File: src/rtl/time_of_day_cnt.sv
// time_of_day_cnt: 24-hour BCD HH:MM:SS counter with hour/minute set modes.
//
// Ports:
//   CLK       in   system clock (50 MHz)
//   RST       in   synchronous active-high reset
//   EN1HZ     in   single-cycle 1 Hz tick
//   SEL       in   single-cycle pulse, advances RUN -> SET_HR -> SET_MIN -> RUN
//   INC       in   single-cycle pulse, increments the field being set
//   HOUR      out  BCD hour   (tens 0-2, units 0-9)
//   MIN       out  BCD minute (tens 0-5, units 0-9)
//   SEC       out  BCD second (tens 0-5, units 0-9)
//   MODE      out  2'b00 RUN, 2'b01 SET_HR, 2'b10 SET_MIN
//   DAY_TICK  out  one-cycle pulse on the 23:59:59 -> 00:00:00 rollover
module time_of_day_cnt #(
  parameter logic [7:0] INIT_HR  = 8'h00,
  parameter logic [7:0] INIT_MIN = 8'h00
) (
  input  logic       CLK,
  input  logic       RST,
  input  logic       EN1HZ,
  input  logic       SEL,
  input  logic       INC,
  output logic [7:0] HOUR,
  output logic [7:0] MIN,
  output logic [7:0] SEC,
  output logic [1:0] MODE,
  output logic       DAY_TICK
);

  typedef enum logic [1:0] {
    MODE_RUN     = 2'b00,
    MODE_SET_HR  = 2'b01,
    MODE_SET_MIN = 2'b10
  } mode_e;

  mode_e      mode_q, mode_d;
  logic [7:0] hour_q, hour_d;
  logic [7:0] min_q, min_d;
  logic [7:0] sec_q, sec_d;
  logic       day_tick_q, day_tick_d;

  // BCD increment modulo 60 (used for both seconds and minutes)
  function automatic logic [7:0] bcd_inc60(input logic [7:0] v);
    logic [7:0] r;
    if (v[3:0] == 4'd9) begin
      if (v[7:4] == 4'd5) r = 8'h00;
      else                r = {4'(v[7:4] + 4'd1), 4'd0};
    end else begin
      r = {v[7:4], 4'(v[3:0] + 4'd1)};
    end
    return r;
  endfunction

  // BCD increment modulo 24; 09 -> 10 and 19 -> 20 go through the units wrap
  function automatic logic [7:0] bcd_inc24(input logic [7:0] v);
    logic [7:0] r;
    if (v == 8'h23)          r = 8'h00;
    else if (v[3:0] == 4'd9) r = {4'(v[7:4] + 4'd1), 4'd0};
    else                     r = {v[7:4], 4'(v[3:0] + 4'd1)};
    return r;
  endfunction

  // Mode state register
  always_ff @(posedge CLK) begin
    if (RST) mode_q <= MODE_RUN;
    else     mode_q <= mode_d;
  end

  // Mode next-state: only SEL moves the mode
  always_comb begin
    mode_d = mode_q;
    if (SEL) begin
      case (mode_q)
        MODE_RUN:     mode_d = MODE_SET_HR;
        MODE_SET_HR:  mode_d = MODE_SET_MIN;
        MODE_SET_MIN: mode_d = MODE_RUN;
        default:      mode_d = MODE_RUN;
      endcase
    end
  end

  // Time fields and day tick next values
  always_comb begin
    hour_d     = hour_q;
    min_d      = min_q;
    sec_d      = sec_q;
    day_tick_d = 1'b0;
    case (mode_q)
      MODE_RUN: begin
        if (EN1HZ) begin
          sec_d = bcd_inc60(sec_q);
          if (sec_q == 8'h59) begin
            min_d = bcd_inc60(min_q);
            if (min_q == 8'h59) begin
              hour_d = bcd_inc24(hour_q);
              if (hour_q == 8'h23) day_tick_d = 1'b1;
            end
          end
        end
        // Entering SET_HR zeroes seconds, even on top of a same-cycle tick
        if (SEL) sec_d = 8'h00;
      end
      MODE_SET_HR: begin
        if (!SEL && INC) hour_d = bcd_inc24(hour_q);
      end
      MODE_SET_MIN: begin
        if (!SEL && INC) min_d = bcd_inc60(min_q);
      end
      default: ;
    endcase
  end

  // Time field registers
  always_ff @(posedge CLK) begin
    if (RST) begin
      hour_q     <= INIT_HR;
      min_q      <= INIT_MIN;
      sec_q      <= 8'h00;
      day_tick_q <= 1'b0;
    end else begin
      hour_q     <= hour_d;
      min_q      <= min_d;
      sec_q      <= sec_d;
      day_tick_q <= day_tick_d;
    end
  end

  assign HOUR     = hour_q;
  assign MIN      = min_q;
  assign SEC      = sec_q;
  assign MODE     = mode_q;
  assign DAY_TICK = day_tick_q;

endmodule
File: config.mk
export PLATFORM = sky130hd
export DESIGN_NAME = time_of_day_cnt
export DESIGN_NICKNAME = d
export VERILOG_FILES = /design/src/rtl/time_of_day_cnt.sv
export SDC_FILE = /design/constraint.sdc
export NUM_CORES = 1
export LEC_CHECK = 0
export BUFFER_PORTS_ARGS = -buffer_cell sky130_fd_sc_hd__clkbuf_2
export CORE_UTILIZATION = 47
export CTS_CLUSTER_SIZE = 14
export DETAILED_ROUTE_END_ITERATION = 8
export PLACE_DENSITY_LB_ADDON = 0.12
export SLEW_MARGIN = 20
export SYNTH_ARGS = -nofsm -noshare
export SYNTH_HDL_FRONTEND = slang
export SYNTH_SLANG_ARGS = --single-unit
File: constraint.sdc
create_clock -name CLK -period 2.4 [get_ports CLK]
set_clock_uncertainty 0.15 [all_clocks]
set_input_delay 0.24 -clock CLK [delete_from_list [all_inputs] [get_ports CLK]]
set_output_delay 0.24 -clock CLK [all_outputs]
set_load 0.02 [all_outputs]
# ---- After elaboration in Yosys (flattened, before gate mapping)
# Cells that the tools add are included.
dict set report classes {
  addsub 6
  multipliers 0
  div 0
  order_cmp 0
  eq_ne 15
  shifts 0
  mux 19
  bitwise 4
  n_reduce_logical 12
}
# op n
set op_table {}
lappend op_table {{$mux W8} 15}
lappend op_table {{$pmux W8 S2} 2}
lappend op_table {{$add A4 B1 Y4 const B} 6}
lappend op_table {{$eq A8 B7 Y1 const B} 2}
lappend op_table {{$eq A4 B4 Y1 const B} 3}
lappend op_table {{$ne A2 B2 Y1 const B} 5}
lappend op_table {{$eq A4 B3 Y1 const B} 2}
lappend op_table {{$eq A8 B6 Y1 const B} 1}
lappend op_table {{$reduce_bool A2 Y1} 4}
lappend op_table {{$reduce_and A5 Y1} 1}
lappend op_table {{$reduce_or A5 Y1} 1}
lappend op_table {{$not A1 Y1} 4}
lappend op_table {{$pmux W2 S2} 1}
lappend op_table {{$reduce_and A4 Y1} 1}
lappend op_table {{$reduce_and A3 Y1} 1}
lappend op_table {{$eq A2 B1 Y1 const B} 1}
lappend op_table {{$eq A2 B2 Y1 const B} 1}
lappend op_table {{$logic_not A2 Y1} 1}
lappend op_table {{$reduce_and A2 Y1} 1}
lappend op_table {{$logic_and A1 B1 Y1} 1}
lappend op_table {{$logic_not A1 Y1} 1}
lappend op_table {{$mux W1} 1}
dict set report word_totals {
  reg_bits 27
  latch_bits 0
  ramBits 0
  rom_bits 0
  output_inout_bits 27
  word_cells 62
  mem_count 0
}

# ---- Depth between registers and ports, before layout
dict set report logic_depth {
  depth_word 7
  mapped_depth 7
}

# ---- Worst setup path before layout
# Ideal clock, no wire load.
dict set report synth_path {
  kind {reg2reg}
  startpoint {register sec_q[0] (netlist: SEC[0])}
  endpoint {register hour_q[6] (netlist: HOUR[6])}
  setup_time_ns 0.121
  arrival_ns 1.841
  setup_slack_ns 0.288
  path_stages_with_launch 7
  path_buffers 1
  synth_period_minus_slack_ns 2.112
  path_cell_list {dfxtp_1 > ha_1 > and4b_1 > clkbuf_1 > a21oi_1 > a211oi_1 > mux2_2}
}
dict set report synth_between {
  elab_chain_cells 3
}
# item line
set synth_lines {}
lappend synth_lines {{from (decl)} 39} ;# logic [7:0] sec_q, sec_d;
lappend synth_lines {{from (signal assigned)} 118} ;# sec_q <= 8'h00;
lappend synth_lines {{from (signal assigned)} 123} ;# sec_q <= sec_d;
lappend synth_lines {{$eq A8 B7 Y1} 92} ;# if (sec_q == 8'h59) begin
lappend synth_lines {{$ne A2 B2 Y1 (no line)} n/a}
lappend synth_lines {{$reduce_and A5 Y1 (no line)} n/a}
lappend synth_lines {{to (signal assigned)} 121} ;# hour_q <= hour_d;
lappend synth_lines {{to (decl)} 37} ;# logic [7:0] hour_q, hour_d;
# Every way passes these cells.
# A chain may end at the register's enable or synchronous reset.

# ---- Worst setup path in the final report
dict set report layout_path {
  startpoint {register sec_q[0] (netlist: SEC[0])}
  endpoint {register min_q[2] (netlist: MIN[2])}
}
dict set report layout_between {
  elab_chain_cells 3
}
# item line
set layout_lines {}
lappend layout_lines {{$eq A8 B7 Y1} 92}
lappend layout_lines {{$ne A2 B2 Y1 (no line)} n/a}
lappend layout_lines {{$reduce_and A4 Y1 (no line)} n/a}
lappend layout_lines {{to (signal assigned)} 122} ;# min_q <= min_d;
lappend layout_lines {{to (decl)} 38} ;# logic [7:0] min_q, min_d;
# Every way passes these cells.

==> flow_metrics.tcl <==
set metrics [dict create \
    hold_viol_final 0 \
    outcome "finished clean" \
    ios 32 \
    clkLatencyLatePin_ns 0.33 \
    ys_types 47 \
    relSlewSlack_pct 67.8 \
    place_hpwl_mm 2.59 \
    final_area_um2 1810 \
    synth-async-reset-ratio_pct 0 \
    synth_edf_count 0 \
    worstSetupStartpointType "register" \
    drc 0 \
    clk_pin_slew_ns 0.13 \
    clockBufferDepth 2 \
    fp-row-count 20 \
    setup_violations 0 \
    start_util_pct 50.8 \
    leakagePower_uw 0.000697 \
    fmax_mhz 457 \
    synth_nets 199 \
    yosysSeqAreaShare_pct 34.0 \
    fin_crit_sh_pct 91.2 \
    required_ns 2.51 \
    grt_pass1_vias 1353 \
    drtIter0Drc 83 \
    ctsRootBufferMaster "clkbuf_4" \
    r2r_end "MIN[2]$_SDFFE_PP0P_" \
    min_path_type "in2reg" \
    grt_start_max_net_pins 24 \
    final_cell_mix "clkbuf_2, dfxtp_1, nand2_1" \
    cts_htree_levels 1 \
    synth_ff_type "dfxtp_1" \
    peakVddDrop_mv 0.334 \
    rsz0062_at_grt "false" \
    routed_wl_mm 3.53 \
    syn_area_um2 1590 \
    dr.pass1.iters 4 \
    period_minus_slack_ns 2.19 \
    post_dp_cell_area_um2 1790 \
    max_cap_violations 0 \
    ctsHoldBuffers 0 \
    globalRoute.totalOverflow 0 \
    core_area_um2 3130 \
    cts_tree "yes" \
    path_max_fanout 16 \
    antenna_cells 0 \
    wl_per_cell_um 13.6 \
    reg2reg_slack_ns 0.21 \
    antenna_found_initial 0 \
    grt_pass1_wl_mm 6.00 \
    gp_congestion 0.887 \
    area_growth_pct 14.1 \
    drive_gt1_share_pct 20.8 \
    worst_pin_slew_ns 0.483 \
    yosys_register_bits 27 \
    end_kind "register" \
    port_buffers 31 \
    p_per_area_nw_per_um2 420 \
    nets 230 \
    tns_ns 0 \
    layout_commonest_cell "clkbuf_2" \
    via_count 1515 \
    rr_startpoint "SEC[0]$_SDFFE_PP0P_" \
    cp-startpoint "SEC[0]$_SDFFE_PP0P_" \
    ant_nets 0 \
    syn-mean-instance-area_um2 8.54 \
    path_class "reg2reg" \
    ctsResizeCount 0 \
    yosys_warnings 0 \
    endpoint "MIN[2]$_SDFFE_PP0P_" \
    detail_route.vias_per_cell 5.83 \
    arrival_ns 2.30 \
    synth_top_area_share_pct 34.0 \
    die_h_um 60.1 \
    cts_inserted_buffers 3 \
    synth_top_area_cell "dfxtp_1" \
    die_x_um 60.1 \
    post-cts-setup-buffers 0 \
    track_usage_pct 21.7 \
    synthTopCellsByArea "dfxtp_1, ha_1, nand2_1" \
    die_area_um2 3610 \
    cts_sinks 27 \
    finalMaxSlewViolations 0 \
    synthCells 186 \
    worst_r2r_path_depth 5 \
]
## worst min-delay path by stage
stage	startpoint	to	cells after the start
3_5_place_dp	SEC[5]$_SDFFE_PP0P_	SEC[5]$_SDFFE_PP0P_	2
4_1_cts	SEL	SEC[4]$_SDFFE_PP0P_	3
2_1_floorplan	RST	MIN[5]$_SDFFE_PP0P_	2
5_1_grt	SEL	SEC[4]$_SDFFE_PP0P_	3
6_report	SEL	SEC[4]$_SDFFE_PP0P_	3
3_3_place_gp	HOUR[1]$_SDFFE_PP0P_	HOUR[1]$_SDFFE_PP0P_	2
## state kept, by name, summed over array words and instances (netlist names)
name	cells
HOUR	8
MIN	8
SEC	8
MODE	2
DAY_TICK	1
## power by group
part | leakage (uW) | total [uW] | switching, uW | internal [uW]
logic | 0.000464 | 99.9 | 65.2 | 34.7
clock network | 0.0000150 | 196 | 131 | 65.2
registers | 0.000218 | 465 | 9.94 | 456
total | 0.000697 | 762 | 206 | 555
## final cells by class
| class | count | area [um2] |
|---|---|---|
| Fill cell | 306 | 1320 |
| Multi-Input combinational cell | 145 | 993 |
| Sequential cell | 27 | 541 |
| Timing Repair Buffer | 33 | 170 |
| Tap cell | 44 | 55.1 |
| Clock buffer | 4 | 26.3 |
| Inverter | 7 | 26.3 |
## layer usage
metal | vias up | share of wire [%] | GRT usage [%]
met3 | 4 | 5.2 | 4.55
met1 | 717 | 46 | 27.3
met4 | 0 | 0.82 | 5.98
li1 | 753 | - | -
met5 | - | 0 | 0
met2 | 41 | 48 | 36.9
## worst max-delay path, cell delays in order (launching register included)
cell and delay, ns:
dfxtp_1 0.45, ha_1 0.25, nand4b_4 0.15, o31a_1 0.46, or4_1 0.53, a21oi_1 0.14
## per-stage QoR
step | cells | hold slack, ns | power (uW) | setup WS [ns] | util, %
global placement | 256 | 0.345 | 572 | 0.326 | 57.1
CTS | 260 | 0.185 | 772 | 0.202 | 57.9
finish | 260 | 0.203 | 762 | 0.211 | 57.9
detailed placement | 256 | 0.351 | 575 | 0.229 | 57.1
global route | 260 | 0.218 | 799 | 0.0552 | 57.9
floorplan | 186 | 0.267 | 543 | 0.288 | -
## logic make-up (layout without fill, tap and decap cells)
group                    Yosys count  after routing  synth area share [%]
flip-flops                        27             27                  34.0
multiplexers                       4              4                  2.68
adder cells (fa/ha/maj)            8              8                  6.30
AND/OR/NAND/NOR                   82             82                  30.8
XOR/XNOR                           6              6                  3.31
AO/OA/AOI/OAI                     45             45                  19.5
buffers and inverters             14             44                  3.39
## Yosys cell counts (all sizes together) (2+ instances only)
cell    instances
clkbuf          6
ha              8
xor2            2
nand3b          5
mux2i           2
nor3            3
mux2            2
o21ai           8
nor4            2
nand3           8
o211ai          6
xnor2           4
and3b           3
o41ai           3
nand4           4
a31oi           2
a211oi          4
dfxtp          27
nor2b           6
o311ai          3
nand2          15
inv             6
or4             4
a21oi          10
and4bb          2
or2             3
o32ai           2
or3             4
nor3b           2
nor2           15
(Power assumes the default switching activity.)
